File: src/rtl/trans_layer_n.sv
// trans_layer_n: N-channel transaction layer.
// Takes one word per cycle on a single input port and steers it into one of
// CHANNELS first-word-fall-through FIFOs, chosen by the word's top CH_BITS bits.
// A control FSM (RESET/INIT/IDLE/ACTIVE/ERROR) latches the almost-full and
// almost-empty thresholds, clears all state in INIT and makes protocol errors sticky.
// A statistics bank counts the pops on each channel and the accepted pushes.
//
// Ports:
//   clk, reset (async, active-high)
//   init, th_almost_full, th_almost_empty - control and threshold latching
//   push, data_in, in_ready               - input port with backpressure
//   pop, data_out, out_valid              - per-channel FWFT read side
//   almost_full, almost_empty             - per-channel flags from registered counts
//   req, idx, data_out_cont, valid_cont   - statistics readout (IDLE only)
//   idle, error                           - FSM status
module trans_layer_n #(
    parameter int unsigned DATA_SIZE = 12,
    parameter int unsigned CHANNELS  = 4,
    parameter int unsigned DEPTH     = 8,
    parameter int unsigned CNT_SIZE  = 5,
    localparam int unsigned CH_BITS  = $clog2(CHANNELS),
    localparam int unsigned TH_SIZE  = $clog2(DEPTH) + 1
) (
    input  logic                          clk,
    input  logic                          reset,
    input  logic                          init,
    input  logic [TH_SIZE-1:0]            th_almost_full,
    input  logic [TH_SIZE-1:0]            th_almost_empty,
    input  logic                          push,
    input  logic [DATA_SIZE-1:0]          data_in,
    output logic                          in_ready,
    input  logic [CHANNELS-1:0]           pop,
    output logic [CHANNELS*DATA_SIZE-1:0] data_out,
    output logic [CHANNELS-1:0]           out_valid,
    output logic [CHANNELS-1:0]           almost_full,
    output logic [CHANNELS-1:0]           almost_empty,
    input  logic                          req,
    input  logic [CH_BITS:0]              idx,
    output logic [CNT_SIZE-1:0]           data_out_cont,
    output logic                          valid_cont,
    output logic                          idle,
    output logic                          error
);

    localparam int unsigned PTR_W = $clog2(DEPTH);

    typedef enum logic [2:0] {StReset, StInit, StIdle, StActive, StError} state_e;

    state_e state_q, state_d;

    logic [DATA_SIZE-1:0] mem_q [CHANNELS][DEPTH];
    logic [PTR_W-1:0]     rd_q [CHANNELS];
    logic [PTR_W-1:0]     rd_d [CHANNELS];
    logic [PTR_W-1:0]     wr_q [CHANNELS];
    logic [PTR_W-1:0]     wr_d [CHANNELS];
    logic [TH_SIZE-1:0]   cnt_q [CHANNELS];
    logic [TH_SIZE-1:0]   cnt_d [CHANNELS];
    logic [CNT_SIZE-1:0]  pop_cnt_q [CHANNELS];
    logic [CNT_SIZE-1:0]  pop_cnt_d [CHANNELS];
    logic [CNT_SIZE-1:0]  push_cnt_q, push_cnt_d;
    logic [TH_SIZE-1:0]   th_af_q, th_af_d, th_ae_q, th_ae_d;
    logic [CNT_SIZE-1:0]  cont_q, cont_d;
    logic                 valid_cont_q, valid_cont_d;

    logic [CH_BITS-1:0]   dest;
    logic                 op_state;
    logic [CHANNELS-1:0]  full;
    logic [CHANNELS-1:0]  nonempty;
    logic [CHANNELS-1:0]  wr_sel;
    logic [CHANNELS-1:0]  pop_ok;
    logic                 push_ok;
    logic                 err_evt;
    logic                 all_empty_d;

    assign dest     = data_in[DATA_SIZE-1 -: CH_BITS];
    assign op_state = (state_q == StIdle) || (state_q == StActive);

    always_comb begin
        full     = '0;
        nonempty = '0;
        for (int i = 0; i < CHANNELS; i++) begin
            full[i]     = (cnt_q[i] == TH_SIZE'(DEPTH));
            nonempty[i] = (cnt_q[i] != '0);
        end
    end

    // in_ready looks only at the registered count, so a same-cycle pop on a
    // full channel does not make room for the push.
    assign in_ready = op_state && !full[dest];
    assign push_ok  = push && in_ready;
    assign pop_ok   = op_state ? (pop & nonempty) : '0;
    assign err_evt  = op_state && ((push && !in_ready) || (|(pop & ~nonempty)));

    always_comb begin
        wr_sel = '0;
        if (push_ok) begin
            wr_sel[dest] = 1'b1;
        end
    end

    // FIFO pointers, occupancy and statistics counters.
    always_comb begin
        push_cnt_d  = push_cnt_q;
        all_empty_d = 1'b1;
        for (int i = 0; i < CHANNELS; i++) begin
            rd_d[i]      = rd_q[i];
            wr_d[i]      = wr_q[i];
            cnt_d[i]     = cnt_q[i];
            pop_cnt_d[i] = pop_cnt_q[i];
        end
        if (state_q == StInit) begin
            push_cnt_d = '0;
            for (int i = 0; i < CHANNELS; i++) begin
                rd_d[i]      = '0;
                wr_d[i]      = '0;
                cnt_d[i]     = '0;
                pop_cnt_d[i] = '0;
            end
        end else begin
            if (push_ok) begin
                push_cnt_d = push_cnt_q + CNT_SIZE'(1);
            end
            for (int i = 0; i < CHANNELS; i++) begin
                if (wr_sel[i]) begin
                    wr_d[i] = wr_q[i] + PTR_W'(1);
                end
                if (pop_ok[i]) begin
                    rd_d[i]      = rd_q[i] + PTR_W'(1);
                    pop_cnt_d[i] = pop_cnt_q[i] + CNT_SIZE'(1);
                end
                if (wr_sel[i] && !pop_ok[i]) begin
                    cnt_d[i] = cnt_q[i] + TH_SIZE'(1);
                end else if (!wr_sel[i] && pop_ok[i]) begin
                    cnt_d[i] = cnt_q[i] - TH_SIZE'(1);
                end
            end
        end
        for (int i = 0; i < CHANNELS; i++) begin
            if (cnt_d[i] != '0) begin
                all_empty_d = 1'b0;
            end
        end
    end

    // Control FSM; a protocol error overrides every other transition.
    always_comb begin
        state_d = state_q;
        unique case (state_q)
            StReset:  state_d = StInit;
            StInit:   if (!init) state_d = StIdle;
            StIdle: begin
                if (init) begin
                    state_d = StInit;
                end else if (push_ok) begin
                    state_d = StActive;
                end
            end
            StActive: begin
                if (init) begin
                    state_d = StInit;
                end else if (all_empty_d && !push_ok) begin
                    state_d = StIdle;
                end
            end
            StError:  if (init) state_d = StInit;
            default:  state_d = StReset;
        endcase
        if (err_evt) begin
            state_d = StError;
        end
    end

    always_comb begin
        th_af_d = th_af_q;
        th_ae_d = th_ae_q;
        if (state_q == StInit) begin
            th_af_d = th_almost_full;
            th_ae_d = th_almost_empty;
        end
    end

    // Statistics readout samples the counters before this edge's increments.
    always_comb begin
        valid_cont_d = 1'b0;
        cont_d       = '0;
        if ((state_q == StIdle) && req) begin
            valid_cont_d = 1'b1;
            if (idx < (CH_BITS+1)'(CHANNELS)) begin
                cont_d = pop_cnt_q[idx[CH_BITS-1:0]];
            end else if (idx == (CH_BITS+1)'(CHANNELS)) begin
                cont_d = push_cnt_q;
            end
        end
    end

    always_ff @(posedge clk or posedge reset) begin
        if (reset) begin
            state_q      <= StReset;
            push_cnt_q   <= '0;
            th_af_q      <= TH_SIZE'(DEPTH - 1);
            th_ae_q      <= TH_SIZE'(1);
            cont_q       <= '0;
            valid_cont_q <= 1'b0;
            for (int i = 0; i < CHANNELS; i++) begin
                rd_q[i]      <= '0;
                wr_q[i]      <= '0;
                cnt_q[i]     <= '0;
                pop_cnt_q[i] <= '0;
            end
        end else begin
            state_q      <= state_d;
            push_cnt_q   <= push_cnt_d;
            th_af_q      <= th_af_d;
            th_ae_q      <= th_ae_d;
            cont_q       <= cont_d;
            valid_cont_q <= valid_cont_d;
            for (int i = 0; i < CHANNELS; i++) begin
                rd_q[i]      <= rd_d[i];
                wr_q[i]      <= wr_d[i];
                cnt_q[i]     <= cnt_d[i];
                pop_cnt_q[i] <= pop_cnt_d[i];
            end
        end
    end

    // Storage needs no reset: an empty FIFO masks its head to zero.
    always_ff @(posedge clk) begin
        for (int i = 0; i < CHANNELS; i++) begin
            if (wr_sel[i]) begin
                mem_q[i][wr_q[i]] <= data_in;
            end
        end
    end

    always_comb begin
        data_out     = '0;
        almost_full  = '0;
        almost_empty = '0;
        for (int i = 0; i < CHANNELS; i++) begin
            data_out[i*DATA_SIZE +: DATA_SIZE] = nonempty[i] ? mem_q[i][rd_q[i]] : '0;
            almost_full[i]  = (cnt_q[i] >= th_af_q);
            almost_empty[i] = (cnt_q[i] <= th_ae_q);
        end
    end

    assign out_valid     = nonempty;
    assign data_out_cont = cont_q;
    assign valid_cont    = valid_cont_q;
    assign idle          = (state_q == StIdle);
    assign error         = (state_q == StError);

endmodule
File: config.mk
export PLATFORM = sky130hd
export DESIGN_NAME = trans_layer_n
export DESIGN_NICKNAME = d
export VERILOG_FILES = /design/src/rtl/trans_layer_n.sv
export SDC_FILE = /design/constraint.sdc
export NUM_CORES = 1
export LEC_CHECK = 0
export ABC_AREA = 1
export BUFFER_PORTS_ARGS = -buffer_cell sky130_fd_sc_hd__clkbuf_2
export CAP_MARGIN = 20
export CELL_PAD_IN_SITES_DETAIL_PLACEMENT = 1
export CELL_PAD_IN_SITES_GLOBAL_PLACEMENT = 1
export CORE_MARGIN = 2
export CORE_UTILIZATION = 55
export CTS_BUF_LIST = sky130_fd_sc_hd__clkbuf_2 sky130_fd_sc_hd__clkbuf_4 sky130_fd_sc_hd__clkbuf_8
export DETAILED_ROUTE_END_ITERATION = 12
export GPL_TIMING_DRIVEN = 0
export PLACE_DENSITY = 0.92
export SLEW_MARGIN = 5
export SYNTH_ARGS = -nofsm -noshare
export SYNTH_HDL_FRONTEND = slang
export SYNTH_SLANG_ARGS = --single-unit
File: constraint.sdc
create_clock -name clk -period 5.6 [get_ports clk]
set_input_delay 0.84 -clock clk [delete_from_list [all_inputs] [get_ports clk]]
set_output_delay 0.84 -clock clk [all_outputs]
set_load 0.05 [all_outputs]
==> results_dict.tcl <==
set metrics [dict create \
    status "complete, no violations" \
    startpoint_type "flip-flop" \
    fin_util_pct 63.9 \
    cp-startpoint "rd_q[9]$_DFFE_PP0P_" \
    vias 17600 \
    tns_ns 0 \
    dr.pass1.iters 6 \
    ant_nets 0 \
    slew_headroom_pct 19.4 \
    crit_path_end_kind "output port" \
    clockBufferDepth 3 \
    ys_warn_count 0 \
    synth.net_count 1900 \
    cts_htree_levels 3 \
    fin_crit_sh_pct 78.7 \
    yosysUniqueCellTypes 40 \
    critical_path_buf_inv_count 3 \
    clk_pin_slew_ns 0.07 \
    dp_hpwl_um 44500 \
    required_ns 4.76 \
    leakage_nw 9.03 \
    crit_fanout 10 \
    cp.depth 7 \
    synth_flop_cell "edfxtp_1" \
    die_area_mm2 0.0384 \
    dr.first_iter.drc_count 2210 \
    cts_hold_buf 0 \
    rsz0062_at_grt "no" \
    tritoncts "done" \
    hp-class "in -> async" \
    post-synth-top-count-cell "edfxtp_1" \
    crit_chain "clkbuf_1 -> clkbuf_1 -> nor2_1 -> nor2_1 -> o21ai_0 -> a31oi_1 -> clkbuf_2" \
    grt_usage_pct 41.2 \
    grt_pass1_wl_um 117000 \
    final_layout_size_suffix_gt1_share_pct 15.1 \
    dieHeight_um 196 \
    synth-edff-count 384 \
    netlist_area_mm2 0.0203 \
    post-cts-setup-buffers 0 \
    synth_commonest_cells "edfxtp_1, nor2_1, o21ai_0" \
    timing.rr.start "cnt_q[12]$_DFF_PP0_" \
    initial_utilization_pct 55.6 \
    reg2reg_depth 18 \
    fmax_mhz 227 \
    grt_pass1_vias 18900 \
    yosysSeqAreaShare_pct 67.0 \
    worst_pin_slew_ns 1.21 \
    cts_buffers 76 \
    cap_violations 0 \
    maxSlewViolCount 0 \
    viasPerCell 6.92 \
    gp_congestion 0.887 \
    post_drt_wl_per_cell_um 31.0 \
    clock_sinks 466 \
    arrival_ns 3.57 \
    cts.repair.resized 0 \
    hold_viol 0 \
    overflow 0 \
    cts_root_buf "clkbuf_8" \
    syn_area_per_cell_um2 11.2 \
    min_period_ns 4.41 \
    n_antenna_cell 0 \
    grt_max_degree 44 \
    cpMaxStageDelayCell "clkbuf_1" \
    route.detailed.drc 0 \
    wl_um 79100 \
    setup_violations 0 \
    worst-setup-path-type "reg -> out" \
    rows 70 \
    final_nets 2103 \
    synthCells 1815 \
    fillerInstances 3815 \
    async_flop_share_pct 17.6 \
    rrSetupSlack_ns 1.84 \
    rr_endpoint "state_q[1]$_DFFE_PP0P_" \
    cp_top_family "buffers and inverters" \
    synth_top_area_share_pct 56.9 \
    slowest_delay_ns 0.55 \
    synth_seq_cells 466 \
    cp-endpoint "data_out[0]" \
    clock_skew_ns 0.0315 \
    coreArea_mm2 0.0364 \
    yosys.area.top_type "edfxtp_1" \
    synth.area.top_cells "edfxtp_1, dfrtp_1, o21ai_0, nor2_1, ha_1" \
    antenna_found_initial 0 \
    p_per_area_mw_per_mm2 537 \
    die_w_um 196 \
    io_buffers 99 \
    ios 101 \
    area_growth_pct 14.8 \
    ir_drop_mv 0.476 \
    clk_latency_ns 0.66 \
]
## metrics by stage
stage               hold slack [ns]  cell area, um^2  total power [mW]  setup WS, ns  cells
detailed placement            0.516            21600              8.87          1.17   2399
global placement              0.499            21300              8.50         0.795   2382
floorplan                     0.469            20300              7.30          2.26   1815
global route                  0.312            23300              12.8          1.23   2547
finish                        0.270            23300              12.5          1.19   2547
CTS                           0.268            23200              12.3          1.40   2538
## sequential cells by signal (all words and copies together), names as in the netlist
name           flops
cnt_q             16
data_out_cont      5
mem_q            384
pop_cnt_q         20
push_cnt_q         5
rd_q              12
state_q            3
th_ae_q            4
th_af_q            4
valid_cont         1
wr_q              12
## cell usage in the layout, fill, tap and decap left out, drive strengths merged, types with 49 or more instances in the layout
cell	netlist	layout
ha	53	53
o21ai	298	298
a31oi	49	49
edfxtp	384	384
nor2	339	339
nand3	73	73
clkbuf	69	288
nand2	156	156
dfrtp	78	78
inv	129	131
## kinds of logic after synthesis
| logic type | synth area share [%] |
|---|---|
| DFF | 67.0 |
| adders and majority gates | 3.27 |
| and+or+nand+nor | 13.5 |
| xor gates and xnor gates | 0.173 |
| buffers and inverters | 3.89 |
| AOI/OAI and AO/OA | 12.2 |
## layout make-up
class                      instances  area (um^2)  area share [%]
buffer                            77          292            1.25
clock inverter                    19          124           0.532
sequential                       466        13600            58.4
tap                              468          586            2.52
timing repair buffer             125          749            3.22
multi-input combinational       1140         5990            25.7
inverter                         132          499            2.14
clock buffer                     120         1450            6.21
## how the worst min path moves through the flow
stage | from | to | cells past startpoint
after floorplan | pop_cnt_q[13]$_DFFE_PP0P_ | pop_cnt_q[13]$_DFFE_PP0P_ | 1
after global placement | pop_cnt_q[13]$_DFFE_PP0P_ | pop_cnt_q[13]$_DFFE_PP0P_ | 1
after detailed placement | th_ae_q[0]$_DFFE_PP1N_ | th_ae_q[0]$_DFFE_PP1N_ | 2
after CTS | reset | rd_q[6]$_DFFE_PP0P_ | 2
after global routing | reset | data_out_cont[3]$_DFF_PP0_ | 2
final | reset | pop_cnt_q[12]$_DFFE_PP0P_ | 2
## metal layers
metal  up-vias  GRT usage, %  routed length, um
met1      8548          49.3              26700
met3       511          9.30               8970
met5         -             0                 28
li1       6895             -                  -
met2      1672          67.8              37800
met4         2          26.7               5610
## power by group
| group | total [mW] | switching (mW) | internal, mW |
|---|---|---|---|
| clock network | 3.21 | 1.52 | 1.69 |
| registers | 4.15 | 0.230 | 3.92 |
| logic | 5.13 | 4.01 | 1.11 |
No activity file was read; power rests on OpenSTA's default activity.
